<file path="config.mk">
export PLATFORM = sky130hd
export DESIGN_NAME = env_step_sequencer
export DESIGN_NICKNAME = d
export VERILOG_FILES = /design/src/rtl/env_step_sequencer.sv
export SDC_FILE = /design/constraint.sdc
export NUM_CORES = 1
export LEC_CHECK = 0
export ABC_AREA = 1
export BUFFER_PORTS_ARGS = -buffer_cell sky130_fd_sc_hd__buf_2
export CORE_MARGIN = 4
export CORE_UTILIZATION = 48
export CTS_CLUSTER_DIAMETER = 100
export DETAILED_ROUTE_END_ITERATION = 8
export GPL_TIMING_DRIVEN = 0
export PLACE_DENSITY = 0.82
export SLEW_MARGIN = 15
export SYNTH_ARGS = -nofsm -noshare
export SYNTH_HDL_FRONTEND = slang
export SYNTH_SLANG_ARGS = --single-unit
</file>
<file path="constraint.sdc">
create_clock -name clk -period 1.5 [get_ports clk]
set_input_delay 0 -clock clk [delete_from_list [all_inputs] [get_ports clk]]
set_output_delay 0 -clock clk [all_outputs]
set_load 0.01 [all_outputs]
</file>
<file path="src/rtl/env_step_sequencer.sv">
// env_step_sequencer: sequences ENV through Q-learning steps and hands experience tuples to the learner
module env_step_sequencer #(
  parameter int L_WIDTH = 4,
  parameter int R_WIDTH = 16,
  parameter int A_WIDTH = L_WIDTH/2+2,
  parameter int S_WIDTH = L_WIDTH*2,
  parameter int STEP_MAX = 16,
  parameter int EP_MAX = 8,
  parameter int HOLD_CYCLES = 3,
  localparam int SC_W = STEP_MAX > 1 ? $clog2(STEP_MAX) : 1,
  localparam int EC_W = EP_MAX > 1 ? $clog2(EP_MAX) : 1,
  localparam int HC_W = HOLD_CYCLES > 1 ? $clog2(HOLD_CYCLES) : 1
) (
  input  logic               clk,
  input  logic               rst,
  input  logic               start,
  input  logic               abort,
  input  logic               cfg_mode,
  input  logic               act_valid,
  input  logic [A_WIDTH-1:0] act_data,
  output logic               act_ready,
  input  logic [S_WIDTH-1:0] env_S,
  input  logic [R_WIDTH-1:0] env_R,
  output logic [A_WIDTH-1:0] env_A,
  output logic               env_mode,
  output logic               env_en,
  output logic               env_rst,
  output logic               xp_valid,
  input  logic               xp_ready,
  output logic [S_WIDTH-1:0] xp_s,
  output logic [A_WIDTH-1:0] xp_a,
  output logic [R_WIDTH-1:0] xp_r,
  output logic [S_WIDTH-1:0] xp_s_next,
  output logic               xp_last,
  output logic [SC_W-1:0]    step_cnt,
  output logic [EC_W-1:0]    ep_cnt,
  output logic               busy,
  output logic               done
);
  typedef enum logic [2:0] {IDLE, REQ_ACT, APPLY, HOLD, SAMPLE, PUBLISH, DONE} state_t;
  state_t state_q, state_d;
  logic [SC_W-1:0] step_q, step_d;
  logic [EC_W-1:0] ep_q, ep_d;
  logic [HC_W-1:0] hold_q, hold_d;
  logic mode_q, mode_d, erst_q, erst_d, last_q, last_d;
  logic [A_WIDTH-1:0] a_q, a_d;
  logic [S_WIDTH-1:0] s_q, s_d, sn_q, sn_d;
  logic [R_WIDTH-1:0] r_q, r_d;
  always_ff @(posedge clk) begin
    if (rst) begin
      state_q <= IDLE;
      step_q <= '0;
      ep_q <= '0;
      hold_q <= '0;
      mode_q <= 1'b0;
      erst_q <= 1'b0;
      last_q <= 1'b0;
      a_q <= '0;
      s_q <= '0;
      sn_q <= '0;
      r_q <= '0;
    end else begin
      state_q <= state_d;
      step_q <= step_d;
      ep_q <= ep_d;
      hold_q <= hold_d;
      mode_q <= mode_d;
      erst_q <= erst_d;
      last_q <= last_d;
      a_q <= a_d;
      s_q <= s_d;
      sn_q <= sn_d;
      r_q <= r_d;
    end
  end
  always_comb begin
    state_d = state_q;
    step_d = step_q;
    ep_d = ep_q;
    hold_d = hold_q;
    mode_d = mode_q;
    erst_d = 1'b0;
    last_d = last_q;
    a_d = a_q;
    s_d = s_q;
    sn_d = sn_q;
    r_d = r_q;
    if (abort) begin
      state_d = IDLE;
      step_d = '0;
      ep_d = '0;
    end else begin
      case (state_q)
        IDLE, DONE: if (start) begin
          mode_d = cfg_mode;
          step_d = '0;
          ep_d = '0;
          erst_d = 1'b1;
          state_d = REQ_ACT;
        end
        REQ_ACT: if (act_valid) begin
          a_d = act_data;
          s_d = env_S;
          state_d = APPLY;
        end
        APPLY: begin
          hold_d = HC_W'(HOLD_CYCLES-1);
          state_d = HOLD;
        end
        HOLD: begin
          hold_d = hold_q - HC_W'(1);
          state_d = hold_q == '0 ? SAMPLE : HOLD;
        end
        SAMPLE: begin
          sn_d = env_S;
          r_d = env_R;
          last_d = step_q == SC_W'(STEP_MAX-1);
          state_d = PUBLISH;
        end
        PUBLISH: if (xp_ready) begin
          if (!last_q) begin
            step_d = step_q + SC_W'(1);
            state_d = REQ_ACT;
          end else if (ep_q != EC_W'(EP_MAX-1)) begin
            step_d = '0;
            ep_d = ep_q + EC_W'(1);
            erst_d = 1'b1;
            state_d = REQ_ACT;
          end else begin
            state_d = DONE;
          end
        end
        default: state_d = IDLE;
      endcase
    end
  end
  assign act_ready = state_q == REQ_ACT;
  assign env_en = state_q == APPLY;
  assign xp_valid = state_q == PUBLISH;
  assign done = state_q == DONE;
  assign busy = !(state_q == IDLE || state_q == DONE);
  assign env_rst = erst_q;
  assign env_mode = mode_q;
  assign env_A = a_q;
  assign xp_a = a_q;
  assign xp_s = s_q;
  assign xp_s_next = sn_q;
  assign xp_r = r_q;
  assign xp_last = last_q;
  assign step_cnt = step_q;
  assign ep_cnt = ep_q;
endmodule

</file>
# [Word level (Yosys, flattened, before mapping)]
# Cells that the tools add are included.
[word_totals] register_bits=51 out_inout_bits=55 word_cells=67 inputBits=35
[op_classes] bitwise_logic=1 eq_ne=14 reduce_logical=15 add_sub_neg=3 muxes=23
[op_table] cell="$mux W3" count=10
[op_table] cell="$pmux W3 S6" count=1
[op_table] cell="$mux W4" count=4
[op_table] cell="$eq A3 B3 Y1 const B" count=3
[op_table] cell="$reduce_and A3 Y1" count=3
[op_table] cell="$pmux W4 S2" count=1
[op_table] cell="$eq A3 B2 Y1 const B" count=2
[op_table] cell="$ne A2 B1 Y1 const B" count=3
[op_table] cell="$pmux W3 S2" count=1
[op_table] cell="$reduce_and A5 Y1" count=1
[op_table] cell="$add A4 B1 Y4 const B" count=1
[op_table] cell="$eq A4 B4 Y1 const B" count=1
[op_table] cell="$mux W1" count=4
[op_table] cell="$ne A2 B2 Y1 const B" count=2
[op_table] cell="$pmux W2 S2" count=1
[op_table] cell="$reduce_and A2 Y1" count=2
[op_table] cell="$reduce_and A4 Y1" count=1
[op_table] cell="$reduce_bool A2 Y1" count=2
[op_table] cell="$reduce_or A2 Y1" count=2
[op_table] cell="$add A3 B1 Y3 const B" count=1
[op_table] cell="$eq A3 B1 Y1 const B" count=1
[op_table] cell="$logic_not A3 Y1" count=1
[op_table] cell="$ne A3 B2 Y1 const B" count=1
[op_table] cell="$ne A3 B3 Y1 const B" count=1
[op_table] cell="other kinds (6)" count=6

# [Longest topological paths before layout]
[logic_depth] depth_word=5 mapped_depth=10 mapped_depth_nobuf=9

# [Least setup slack after synthesis]
# OpenSTA, ideal clock, no wires.
[synth_timing] path_type="register to register" from="register ep_q[0], in the netlist ep_cnt[0]" to="register ep_q[2], in the netlist ep_cnt[2]" setup_ns=0.113 required_time_ns=1.387 n_path_buf=0 t_arrival_ns=1.271 setup_slack_ns=0.116 path_stages_with_launch=9 period_less_slack_ns=1.384 cell_sequence="dfxtp_1 > ha_1 > ha_1 > o21ai_0 > nand2_2 > nor2_2 > nand2_1 > nand2_1 > nor2_1"
[synth_via] elab_chain_len=5 elab_cells_between_ends=8 classes_between="add/sub: 1; eq/ne: 2; mux: 4; reduce/logical: 1"
[synth_lines] item="start: declaration" line="43" source="logic [EC_W-1:0] ep_q, ep_d;"
[synth_lines] item="start signal: assignment" line="65" source="ep_q <= ep_d;"
[synth_lines] item="$add A3 B1 Y3" line="126" source="ep_d = ep_q + EC_W'(1);"
[synth_lines] item="$mux W3" line="124" source="end else if (ep_q != EC_W'(EP_MAX-1)) begin"
[synth_lines] item="$mux W3" line="121" source="if (!last_q) begin"
[synth_lines] item="$mux W3" line="120" source="PUBLISH: if (xp_ready) begin"
[synth_lines] item="$pmux W3 S2" line="93" source="case (state_q)"
# Parallel ways exist; a longest one is shown, timed or not. The select of a mux whose other input is x is not followed.
# A chain may end at the register's enable or synchronous reset.

# [Final worst setup path]
[layout_timing] from="register state_q[1]" to="register s_q[1], in the netlist xp_s[1]"
[layout_via] elab_chain_len=2
[layout_lines] item="start: declaration" line="41" source="state_t state_q, state_d;"
[layout_lines] item="start signal: assignment" line="63" source="state_q <= state_d;"
[layout_lines] item="$eq A3 B1 Y1" line="93"
[layout_lines] item="$reduce_and A3 Y1 (no source line)"
[layout_lines] item="end signal: assignment" line="59" source="s_q <= '0;"
[layout_lines] item="end signal: assignment" line="71" source="s_q <= s_d;"
[layout_lines] item="end: declaration" line="47" source="logic [S_WIDTH-1:0] s_q, s_d, sn_q, sn_d;"
# Every way passes these cells.

==> results.toml <==
[outcome]
status = "finished with violations"
violations = "negative hold slack"

[sta]
drv_slew = 0
fmax_mhz = 724.2
fin_crit_sh_pct = 92.06
relSlewSlack_pct = 67.51
fin_worst_skew_ns = 0.007393
tightest_slew_ns = 0.4855
fin_crit_ns = 1.381
hold_viol_final = 1
whs_ns = -0.002633
setup-violations-final = 0

[setup_path]
cp_max_fo = 7
crit_type = "flop to flop"
cp_slowest_cell = "dfxtp_2"
critPathCaptureType = "flop"
r2r_end = "xp_s[1]"
rrSetupSlack_ns = 0.12
cpPeakStageDelay_ns = 0.38
arrival_ns = 1.59
startpoint_type = "flop"
r2r_start = "state_q[1]"
worstPathRequired_ns = 1.71
worstRegToRegCells = 7
path_cells = "inv_2 > nand3_4 > nor3_4 > inv_2 > buf_4 > nor2_1 > nor2_1"

[floorplanning]
rows = 24
coreArea_mm2 = 0.004474
ios = 90
die-area_mm2 = 0.005919
fp.dieW_um = 76.94
die_h_um = 76.94
initial_utilization_pct = 50.98

[clocking]
cts_tree = "yes"
clock_path_buffers = 2
clockRootBuffer = "clkbuf_8"
cts_buffers = 5
htreeDepth = 2
clk_latency_ns = 0.31
clock-sinks = 51
clk_pin_slew_ns = 0.09

[cells_and_area]
final_area_mm2 = 0.003237
drive_gt1_share_pct = 32.03
fin_nets = 474
diodes = 0
syn_to_final_growth_pct = 41.91

[pwr]
comb_power_share_pct = 13.4
clockPowerShare_pct = 32.4
seq_power_share_pct = 54.2
power_mw = 2.566
power_switching_mw = 0.6523
power.internal_mw = 1.914
switching_share_pct = 25.42
irDropWorstVdd_uv = 588.1
power_density_mw_per_mm2 = 792.8
leakage_nw = 1.597

[yosys]
ys_seq_elements = 51
synth_edf_count = 0
async_flop_share_pct = 0
yosysWarnings = 0
ys_types = 28
synth_nets = 350
ys_seq_area_share_pct = 44.76
synth_ff_type = "dfxtp_1"
netlist_area_mm2 = 0.002281
netlist_instances = 309
postSynthAreaPerCell_um2 = 7.382

[global_routing]
grt_max_degree = 17
grtUsageTotal_pct = 21.87
grt_pass1_wl_um = 10670
antenna_found_initial = 0
overflow = 0
grt_pass1_vias = 2328

[placement]
numPortBuffers = 89
placed_area_mm2 = 0.002791
place_congestion = 0.9393
hpwl_um = 4359

[min_path]
min_path_type = "input port to flop"
holdCritStartpoint = "env_R[2]"
holdPathEnd = "xp_r[2]"
holdPathStages = 3

[drt]
wl_um = 6425
drc = 0
ant_nets = 0
vias = 2455
firstDrtPassIters = 4
drt-initial-drc-count = 75
via_per_inst = 5.051
wl_per_cell_um = 13.22

[job]
maxCapViolCount = 0
## timing repair
| item | in CTS | in global routing |
|---|---|---|
| hold endpoints to repair | 32 | 0 |
| hold buffers | 26 | 0 |
| gates resized for setup | 2 | 29 |
| setup buffers | 0 | 2 |
| endpoints found under the setup margin | 7 | 46 |
| pin swaps | 0 | 1 |
## stage by stage
stage	cells	TNS [ns]	setup WS (ns)	utilization, %
6_report	486	0	0.1191	72.34
5_1_grt	486	-0.05045	-0.01591	72.34
4_1_cts	484	0	0.01850	70.58
3_5_place_dp	450	-0.004063	-0.002814	62.39
3_3_place_gp	450	0	0.01749	62.39
2_1_floorplan	309	0	0.1160	-
## kinds of logic (layout without fill, tap and decap cells)
kind of cell	after synthesis	count (layout)	synth area share, %
AO/OA/AOI/OAI	81	81	18.43
adder cells (fa/ha/maj)	6	6	3.291
buffers and inverters	60	185	10.81
flip-flops	51	51	44.76
AND/OR/NAND/NOR	111	111	22.71
## power by group through the flow
stage	Combinational [mW]	Clock (mW)	Sequential, mW
final	0.343	0.831	1.39
after global routing	0.386	0.895	1.40
after CTS	0.328	0.863	1.39
after detailed placement	0.271	0	1.42
after global placement	0.265	0	1.42
after floorplan	0.155	0	1.43
## how the worst max path moves through the flow
| stage | from | to | slack (ns) |
|---|---|---|---|
| after floorplan | ep_cnt[0] | ep_cnt[2] | 0.12 |
| after global placement | state_q[2] | xp_s[5] | 0.02 |
| after detailed placement | state_q[2] | xp_s[5] | -0.003 |
| after CTS | ep_cnt[0] | ep_cnt[1] | 0.02 |
| after global routing | state_q[1] | env_A[3] | -0.02 |
| final | state_q[1] | xp_s[1] | 0.12 |
## cells in the mapped netlist, types with 3 or more instances
cell / instances / area [µm²]
clkbuf_1: 8 / 30.03
buf_4: 5 / 37.54
nor2_2: 3 / 18.77
nand3_1: 7 / 35.03
inv_2: 3 / 11.26
dfxtp_1: 51 / 1021
o21ai_0: 39 / 195.2
nor3_1: 4 / 20.02
nand2_4: 3 / 33.78
nor2_1: 53 / 198.9
nand2_2: 3 / 18.77
nand2_1: 31 / 116.4
a21oi_1: 35 / 175.2
inv_1: 42 / 157.7
ha_1: 6 / 75.07
## cell usage in the layout (no fill, tap or decap), drive strengths merged
master	netlist	layout
dfxtp	51	51
clkinv	0	1
nand2	37	37
nand3	9	9
ha	6	6
clkbuf	8	13
inv	45	45
nand4	2	2
o21bai	1	1
a31oi	1	1
nor3	5	5
nor2	57	57
a211oi	2	2
o21ai	40	40
a21oi	35	35
a31o	1	1
buf	7	99
or2	1	1
clkinvlp	0	1
o211ai	1	1
dlygate4sd3	0	26
## cell type report
cell class                      instances  area [µm²]
Buffer                                 15       98.84
Sequential cell                        51        1026
Multi-Input combinational cell        198        1056
Fill cell                             325        1237
Timing Repair Buffer                  117       720.7
Tap cell                               52       65.06
Inverter                               45       171.4
Clock inverter                          2       16.27
Clock buffer                            6       82.58
## critical path, delay by kind of cell, from the launching register on
kind	cells	cell delay [ns]
simple gates	4	0.56
buf+inv	3	0.35
flops	1	0.38
## state kept, by name, summed over array words and instances, names as in the netlist
register and cells:
env_mode 1, step_cnt 4, env_rst 1, xp_last 1
ep_cnt 3, env_A 4, state_q 3, xp_s_next 8
xp_r 16, xp_s 8, hold_q 2
## layer usage
layer	wire, µm	global-route usage, %
met1	2695	27.24
met2	3234	37.28
met3	341	3.747
met4	153	8.877
met5	0	0
Note: power is estimated with default switching activity, not from simulation.
